### config.mk
export PLATFORM = sky130hd
export DESIGN_NAME = sd_track_scheduler_flat
export DESIGN_NICKNAME = d
export VERILOG_FILES = /design/src/rtl/sd_track_scheduler_pkg.sv /design/src/rtl/sd_track_scheduler_if.sv /design/src/rtl/sd_track_scheduler_rr_arbiter.sv /design/src/rtl/sd_track_scheduler.sv /design/src/flat_wrapper.sv
export SDC_FILE = /design/constraint.sdc
export NUM_CORES = 1
export LEC_CHECK = 0
export ABC_AREA = 1
export ABC_CLOCK_PERIOD_IN_PS = 18200
export CAP_MARGIN = 20
export CORE_ASPECT_RATIO = 0.7
export CORE_UTILIZATION = 25
export DETAILED_ROUTE_END_ITERATION = 16
export PLACE_DENSITY = 0.39
export SLEW_MARGIN = 5
export SYNTH_ARGS = -nofsm -noshare
export SYNTH_HDL_FRONTEND = slang
export SYNTH_SLANG_ARGS = --single-unit
export TNS_END_PERCENT = 5
### constraint.sdc
create_clock -name clk -period 18.2 [get_ports clk]
set_input_delay 5.46 -clock clk [delete_from_list [all_inputs] [get_ports clk]]
set_output_delay 5.46 -clock clk [all_outputs]
set_load 0.1 [all_outputs]
### src/rtl/sd_track_scheduler_pkg.sv
// Shared types and constants for the SD track scheduler.
// Each requester owns a fixed 32 MiB region; TRACK_BLOCKS only sets where its block pointer wraps.
package sd_track_scheduler_pkg;

   typedef enum logic [2:0] {
      S_IDLE,
      S_ISSUE,
      S_WAIT_BUSY,
      S_XFER,
      S_DONE
   } sched_state_t;

   localparam int SD_ADDR_WIDTH   = 32;
   localparam int BLOCK_BYTES_DEF = 512;
   localparam int TRACK_BYTES     = 1 << 25;

endpackage

### src/rtl/sd_track_scheduler_if.sv
// Scheduler <-> SD block controller handshake.
// The master modport is the scheduler side.
interface sd_track_scheduler_if #(parameter int WORD_WIDTH = 8);
   import sd_track_scheduler_pkg::*;

   logic                     sd_ready;
   logic                     sd_rd;
   logic                     sd_wr;
   logic [SD_ADDR_WIDTH-1:0] sd_addr;
   logic [WORD_WIDTH-1:0]    sd_din;
   logic                     sd_ready_for_next_byte;
   logic [WORD_WIDTH-1:0]    sd_dout;
   logic                     sd_byte_available;

   modport master (
      input  sd_ready, sd_ready_for_next_byte, sd_dout, sd_byte_available,
      output sd_rd, sd_wr, sd_addr, sd_din
   );

   modport slave (
      output sd_ready, sd_ready_for_next_byte, sd_dout, sd_byte_available,
      input  sd_rd, sd_wr, sd_addr, sd_din
   );

endinterface

### src/rtl/sd_track_scheduler_rr_arbiter.sv
// Combinational round-robin pick: first set request strictly after 'last', wrapping.
module sd_track_scheduler_rr_arbiter #(
   parameter int N  = 9,
   parameter int IW = $clog2(N)
) (
   input  logic [N-1:0]  req,
   input  logic [IW-1:0] last,
   output logic [N-1:0]  grant,
   output logic [IW-1:0] index,
   output logic          any
);

   logic [IW-1:0] cand;
   logic          found;

   always_comb begin
      grant = '0;
      index = '0;
      found = 1'b0;
      cand  = '0;
      for (int k = 1; k <= N; k++) begin
         cand = IW'((int'(last) + k) % N);
         if (!found && req[cand]) begin
            found        = 1'b1;
            index        = cand;
            grant[cand]  = 1'b1;
         end
      end
      any = found;
   end

endmodule

### src/rtl/sd_track_scheduler.sv
// Round-robin scheduler sharing one SD block controller between track streams,
// one 512-byte block per grant, with per-track circular block pointers.
//
// state       | meaning
// S_IDLE      | waiting for sd_ready and any request; arbitrate and latch address
// S_ISSUE     | sd_rd / sd_wr pulse visible for this single cycle
// S_WAIT_BUSY | waiting for the controller to drop sd_ready
// S_XFER      | counting byte strobes up to BLOCK_BYTES
// S_DONE      | waiting for sd_ready, then pulse done and advance pointer
module sd_track_scheduler
   import sd_track_scheduler_pkg::*;
#(
   parameter int REQUESTERS   = 9,
   parameter int WORD_WIDTH   = 8,
   parameter int BLOCK_BYTES  = BLOCK_BYTES_DEF,
   parameter int TRACK_BLOCKS = 65536
) (
   input  logic                             clk,
   input  logic                             rst,
   input  logic [SD_ADDR_WIDTH-1:0]         base_addr,
   input  logic                             restart,
   input  logic [REQUESTERS-1:0]            req,
   input  logic [REQUESTERS-1:0]            req_wr,
   input  logic [REQUESTERS*WORD_WIDTH-1:0] wr_data,
   output logic [REQUESTERS-1:0]            wr_pop,
   output logic [WORD_WIDTH-1:0]            rd_data,
   output logic [REQUESTERS-1:0]            rd_valid,
   output logic [REQUESTERS-1:0]            grant,
   output logic [REQUESTERS-1:0]            done,
   output logic                             busy,
   sd_track_scheduler_if.master             sd
);

   localparam int IW = $clog2(REQUESTERS);
   localparam int CW = $clog2(BLOCK_BYTES) + 1;
   localparam int PW = (TRACK_BLOCKS > 1) ? $clog2(TRACK_BLOCKS) : 1;

   sched_state_t           state;
   logic [IW-1:0]          last;
   logic [IW-1:0]          owner;
   logic                   dir_wr;
   logic                   restart_pend;
   logic [CW-1:0]          byte_cnt;
   logic [PW-1:0]          ptr [REQUESTERS];
   logic [WORD_WIDTH-1:0]  wr_bytes [REQUESTERS];

   logic [REQUESTERS-1:0]    arb_grant;
   logic [IW-1:0]            arb_index;
   logic                     arb_any;
   logic [SD_ADDR_WIDTH-1:0] next_addr;
   logic                     cnt_live;
   logic                     xfer_strobe;
   logic                     advance;

   sd_track_scheduler_rr_arbiter #(.N(REQUESTERS), .IW(IW)) u_arb (
      .req   (req),
      .last  (last),
      .grant (arb_grant),
      .index (arb_index),
      .any   (arb_any)
   );

   for (genvar gi = 0; gi < REQUESTERS; gi++) begin : g_unpack
      assign wr_bytes[gi] = wr_data[gi*WORD_WIDTH +: WORD_WIDTH];
   end

   assign next_addr   = base_addr
                      + 32'(arb_index) * 32'(TRACK_BYTES)
                      + 32'(ptr[arb_index]) * 32'(BLOCK_BYTES);
   assign cnt_live    = (state == S_XFER) && (byte_cnt < CW'(BLOCK_BYTES));
   assign xfer_strobe = dir_wr ? sd.sd_ready_for_next_byte : sd.sd_byte_available;
   assign busy        = (state != S_IDLE);
   assign wr_pop      = (cnt_live && dir_wr && sd.sd_ready_for_next_byte) ? grant : '0;
   assign sd.sd_din   = (|grant) ? wr_bytes[owner] : '0;

   // A restart seen at any point of the in-flight block suppresses its advance.
   assign advance     = (state == S_DONE) && sd.sd_ready && !restart && !restart_pend;

   always_ff @(posedge clk or posedge rst) begin
      if (rst) begin
         for (int i = 0; i < REQUESTERS; i++) ptr[i] <= '0;
      end else if (restart) begin
         for (int i = 0; i < REQUESTERS; i++) ptr[i] <= '0;
      end else if (advance) begin
         ptr[owner] <= (ptr[owner] == PW'(TRACK_BLOCKS - 1)) ? '0 : ptr[owner] + 1'b1;
      end
   end

   always_ff @(posedge clk or posedge rst) begin
      if (rst) begin
         state        <= S_IDLE;
         last         <= IW'(REQUESTERS - 1);
         owner        <= '0;
         dir_wr       <= 1'b0;
         restart_pend <= 1'b0;
         byte_cnt     <= '0;
         grant        <= '0;
         done         <= '0;
         rd_valid     <= '0;
         rd_data      <= '0;
         sd.sd_rd     <= 1'b0;
         sd.sd_wr     <= 1'b0;
         sd.sd_addr   <= '0;
      end else begin
         done     <= '0;
         rd_valid <= '0;
         sd.sd_rd <= 1'b0;
         sd.sd_wr <= 1'b0;
         if (state != S_IDLE && restart) restart_pend <= 1'b1;
         case (state)
            S_IDLE: begin
               restart_pend <= restart;
               if (sd.sd_ready && arb_any) begin
                  owner      <= arb_index;
                  grant      <= arb_grant;
                  dir_wr     <= |(req_wr & arb_grant);
                  sd.sd_wr   <= |(req_wr & arb_grant);
                  sd.sd_rd   <= ~|(req_wr & arb_grant);
                  sd.sd_addr <= next_addr;
                  byte_cnt   <= '0;
                  state      <= S_ISSUE;
               end
            end
            S_ISSUE: state <= S_WAIT_BUSY;
            S_WAIT_BUSY: if (!sd.sd_ready) state <= S_XFER;
            S_XFER: begin
               if (cnt_live && xfer_strobe) begin
                  byte_cnt <= byte_cnt + 1'b1;
                  if (!dir_wr) begin
                     rd_data  <= sd.sd_dout;
                     rd_valid <= grant;
                  end
                  if (byte_cnt == CW'(BLOCK_BYTES - 1)) state <= S_DONE;
               end
            end
            S_DONE: begin
               if (sd.sd_ready) begin
                  done  <= grant;
                  grant <= '0;
                  last  <= owner;
                  state <= S_IDLE;
               end
            end
            default: state <= S_IDLE;
         endcase
      end
   end

endmodule

### src/flat_wrapper.sv
// flat-port wrapper written by rule: the top's interface ports become plain ports
module sd_track_scheduler_flat import sd_track_scheduler_pkg::*;
#(
   parameter int REQUESTERS   = 9,
   parameter int WORD_WIDTH   = 8,
   parameter int BLOCK_BYTES  = BLOCK_BYTES_DEF,
   parameter int TRACK_BLOCKS = 65536
)
  (clk, rst, base_addr, restart, req, req_wr, wr_data, wr_pop, rd_data, rd_valid, grant, done, busy, sd_sd_ready, sd_sd_ready_for_next_byte, sd_sd_dout, sd_sd_byte_available, sd_sd_rd, sd_sd_wr, sd_sd_addr, sd_sd_din);
  sd_track_scheduler_if #(.WORD_WIDTH(WORD_WIDTH)) sd_i ();
  input  logic clk;
  input  logic rst;
  input  logic [SD_ADDR_WIDTH-1:0] base_addr;
  input  logic restart;
  input  logic [REQUESTERS-1:0] req;
  input  logic [REQUESTERS-1:0] req_wr;
  input  logic [REQUESTERS*WORD_WIDTH-1:0] wr_data;
  output logic [REQUESTERS-1:0] wr_pop;
  output logic [WORD_WIDTH-1:0] rd_data;
  output logic [REQUESTERS-1:0] rd_valid;
  output logic [REQUESTERS-1:0] grant;
  output logic [REQUESTERS-1:0] done;
  output logic busy;
  input wire logic [$bits(sd_i.sd_ready)-1:0] sd_sd_ready;
  input wire logic [$bits(sd_i.sd_ready_for_next_byte)-1:0] sd_sd_ready_for_next_byte;
  input wire logic [$bits(sd_i.sd_dout)-1:0] sd_sd_dout;
  input wire logic [$bits(sd_i.sd_byte_available)-1:0] sd_sd_byte_available;
  output wire logic [$bits(sd_i.sd_rd)-1:0] sd_sd_rd;
  output wire logic [$bits(sd_i.sd_wr)-1:0] sd_sd_wr;
  output wire logic [$bits(sd_i.sd_addr)-1:0] sd_sd_addr;
  output wire logic [$bits(sd_i.sd_din)-1:0] sd_sd_din;
  assign sd_i.sd_ready = sd_sd_ready;
  assign sd_i.sd_ready_for_next_byte = sd_sd_ready_for_next_byte;
  assign sd_i.sd_dout = sd_sd_dout;
  assign sd_i.sd_byte_available = sd_sd_byte_available;
  assign sd_sd_rd = sd_i.sd_rd;
  assign sd_sd_wr = sd_i.sd_wr;
  assign sd_sd_addr = sd_i.sd_addr;
  assign sd_sd_din = sd_i.sd_din;
  sd_track_scheduler #(.REQUESTERS(REQUESTERS), .WORD_WIDTH(WORD_WIDTH), .BLOCK_BYTES(BLOCK_BYTES), .TRACK_BLOCKS(TRACK_BLOCKS)) u_core (.clk(clk), .rst(rst), .base_addr(base_addr), .restart(restart), .req(req), .req_wr(req_wr), .wr_data(wr_data), .wr_pop(wr_pop), .rd_data(rd_data), .rd_valid(rd_valid), .grant(grant), .done(done), .busy(busy), .sd(sd_i));
endmodule
==> summary.md <==
| Metric | Value |
|---|---|
| Flops & latches, synth | 236 |
| Min-delay src | u_core.byte_cnt[2]$_DFFE_PP0P_ |
| Max Fclk | 74.49 MHz |
| Slew Viols, Final | 0 |
| Die H | 227.6 µm |
| Num CTS Buffers | 26 |
| Crit path required time | 12740 ps |
| Hpwl dp | 57390 µm |
| GR Util met1 | 32.79% |
| DR iter-0 viols | 1914 |
| Layout net count | 3058 |
| R2R Setup Slk | 6650 ps |
| R2R Path End | u_core.sd.sd_addr[31]$_DFFE_PP0P_ |
| Met3 usage | 5.320% |
| Final Routed Wirelength | 79670 µm |
| Reg2Reg Depth | 54 |
| Post_cts resized | 0 |
| Commonest non-fill, non-tap cell in the layout | nand2_1 |
| Post-synthesis cell count | 2665 |
| Post-Syn Area | 18170 µm² |
| Worst slew pin tran | 1233 ps |
| Post-route cell area | 22300 µm² |
| Fraction of layout cells with a size suffix above 1 | 6.043% |
| Hold_buf cts | 0 |
| Yosys warning count | 0 |
| First-pass GRT wire length | 118600 µm |
| Initial core utilization | 25.34% |
| Core Region | 71720 µm² |
| DRT Pass-1 Iters | 5 |
| DRC viols | 0 |
| Status | finished, final reports clean |
| Hold path depth | 1 |
| Die boundary width | 324.2 µm |
| Worst path arrival time | 7970 ps |
| Vias | 19540 |
| H-tree depth | 1 |
| Gr ovfl total | 0 |
| Root Buffer | clkbuf_16 |
| Final hold vios | 0 |
| Crit-path max FO | 1 |
| Fin util | 31.10% |
| Pin count of the biggest net entering global routing | 111 |
| EDFF count, synth | 0 |
| Skew final | 12.49 ps |
| CTS Buffer Depth | 3 |
| Cell Area, Placed | 21380 µm² |
| Setup violations, final | 0 |
| Synthesis-to-layout area growth | 22.74% |
| WS Path Type | input pin to output pin |
| Post-CTS Setup Inserts | 0 |
| CP endpoint kind | output pin |
| Ys flop type | dfrtp_1 |
| Crit path from | wr_data[25] |
| GP Congestion | 0.8787 |
| Post-route setup TNS | 0 ps |
| Count of clock tree sinks | 236 |
| Vias in the first global route | 18560 |
| Worst hold path class | flip-flop to flip-flop |
| Crit path time final | 13430 ps |
| Max Cap Viol | 0 |
| Period utilisation layout | 73.77% |
| CTS clk-pin slew, worst paths | 60 ps |
| Initial antenna violation count | 4 |
| Clock latency on the worst-skew pair | 560 ps |
| Worst Hold Endpoint | u_core.byte_cnt[2]$_DFFE_PP0P_ |
| Sequential share of the synthesized area | 32.51% |
| Gr usage total | 21.32% |
| Final antenna-violating net count | 0 |
| Met2 Track Usage GR | 29.52% |
| Reg-to-reg startpoint | u_core.last[1]$_DFFE_PP0P_ |
| Library cells used by synthesis | 63 |
| Most Used Layer, Global Route | met1 |
| Slew headroom | 17.58% |
| RSZ-0062 raised after global routing | no |
| Core Rows | 82 |
| Die Area | 73780 µm² |
| Most frequent cells in the layout | nand2_1 (712), inv_1 (312), nand3_1 (302) |
| Mapped Nets | 2879 |
| IO buf count | 222 |
| Syn_area_per_cell | 6.818 µm² |
| Routed len/inst | 20.81 µm |
| Antenna cells | 0 |
| Ports | 223 |
| Asr flop ratio synth | 100.0% |
| Startpoint types | input pin |
| DR vias/cell | 5.104 |
| CTS tree | yes |
stage by stage:
| stage | hold WS (ps) | worst slack [ps] | instances |
|---|---|---|---|
| after floorplan | 423.3 | 5696 | 2665 |
| after global placement | 444.2 | 4690 | 3780 |
| after detailed placement | 443.9 | 4678 | 3781 |
| after CTS | 460.9 | 4666 | 3828 |
| after global routing | 493.3 | 4612 | 3829 |
| final | 452.7 | 4775 | 3829 |
cell type report:
| class | count | area [µm²] |
|---|---|---|
| clock buffers | 44 | 849.6 |
| clock inverters | 3 | 42.54 |
| flip-flops and latches | 236 | 5907 |
| well taps | 966 | 1209 |
| inverters | 332 | 1256 |
| repair buffers | 254 | 2490 |
| fillers | 7793 | 49410 |
| multi-input cells | 1994 | 10550 |
worst max-delay path, stage by stage:
cell and delay (ps):
clkdlybuf4s50_1 460, nand3_1 80, a31oi_1 510, o21ai_0 200, inv_1 100, clkdlybuf4s50_1 1150
cell usage after synthesis (all sizes together), types with 4 or more instances:
cell type | instances | area [µm²]
a21oi | 53 | 269.0
a221o | 4 | 40.04
a221oi | 11 | 96.34
a22o | 4 | 35.03
a22oi | 28 | 210.2
a31oi | 22 | 137.6
buf | 45 | 287.8
clkbuf | 58 | 219.0
dfrtp | 235 | 5881
ha | 77 | 963.4
inv | 329 | 1237
mux2 | 8 | 90.09
nand2 | 731 | 2806
nand3 | 310 | 1607
nand3b | 6 | 45.04
nand4 | 61 | 406.6
nor2 | 227 | 899.6
nor3 | 25 | 146.4
o2111ai | 8 | 70.07
o211ai | 18 | 135.1
o21ai | 194 | 1005
o221ai | 14 | 122.6
o22ai | 107 | 669.4
o31ai | 9 | 67.56
or2 | 7 | 43.80
xnor2 | 16 | 140.1
xor2 | 32 | 302.8
sequential cells by signal, indices dropped and copies added, names as in the netlist:
signal               flops
u_core.ptr             144
u_core.sd.sd_addr       32
u_core.byte_cnt         10
u_core.done              9
u_core.grant             9
u_core.rd_valid          9
u_core.rd_data           8
u_core.last              4
u_core.owner             4
u_core.state             3
u_core.dir_wr            1
u_core.restart_pend      1
u_core.sd.sd_rd          1
u_core.sd.sd_wr          1
logic make-up (layout without fill, tap and decap cells):
group,count (synthesis),after routing,synth area share [%]
and+or+nand+nor,1374,1374,33.05
AOI/OAI and AO/OA,485,485,16.38
buffers and inverters,435,633,9.661
DFF,236,236,32.51
adders and majority gates,78,78,5.412
xor gates and xnor gates,48,48,2.438
muxes,9,9,0.5509
per-layer routing:
| layer | up-vias | part of all wire (%) |
|---|---|---|
| met5 | - | 0.016 |
| met4 | 2 | 1.8 |
| met3 | 91 | 9.3 |
| met2 | 808 | 38 |
| met1 | 9342 | 51 |
| li1 | 9299 | - |
worst max path at each step:
stage                              end  slack, ps  cells after the start
after floorplan              wr_pop[0]       5700                      2
final                     sd_sd_din[1]       4770                      6
after detailed placement  sd_sd_din[1]       4680                      6
after CTS                 sd_sd_din[7]       4670                      6
after global placement    sd_sd_din[1]       4690                      6
after global routing      sd_sd_din[7]       4610                      6
Power is not shown: default switching activity piles up to over one toggle a cycle in this logic, so the estimate is an artifact.
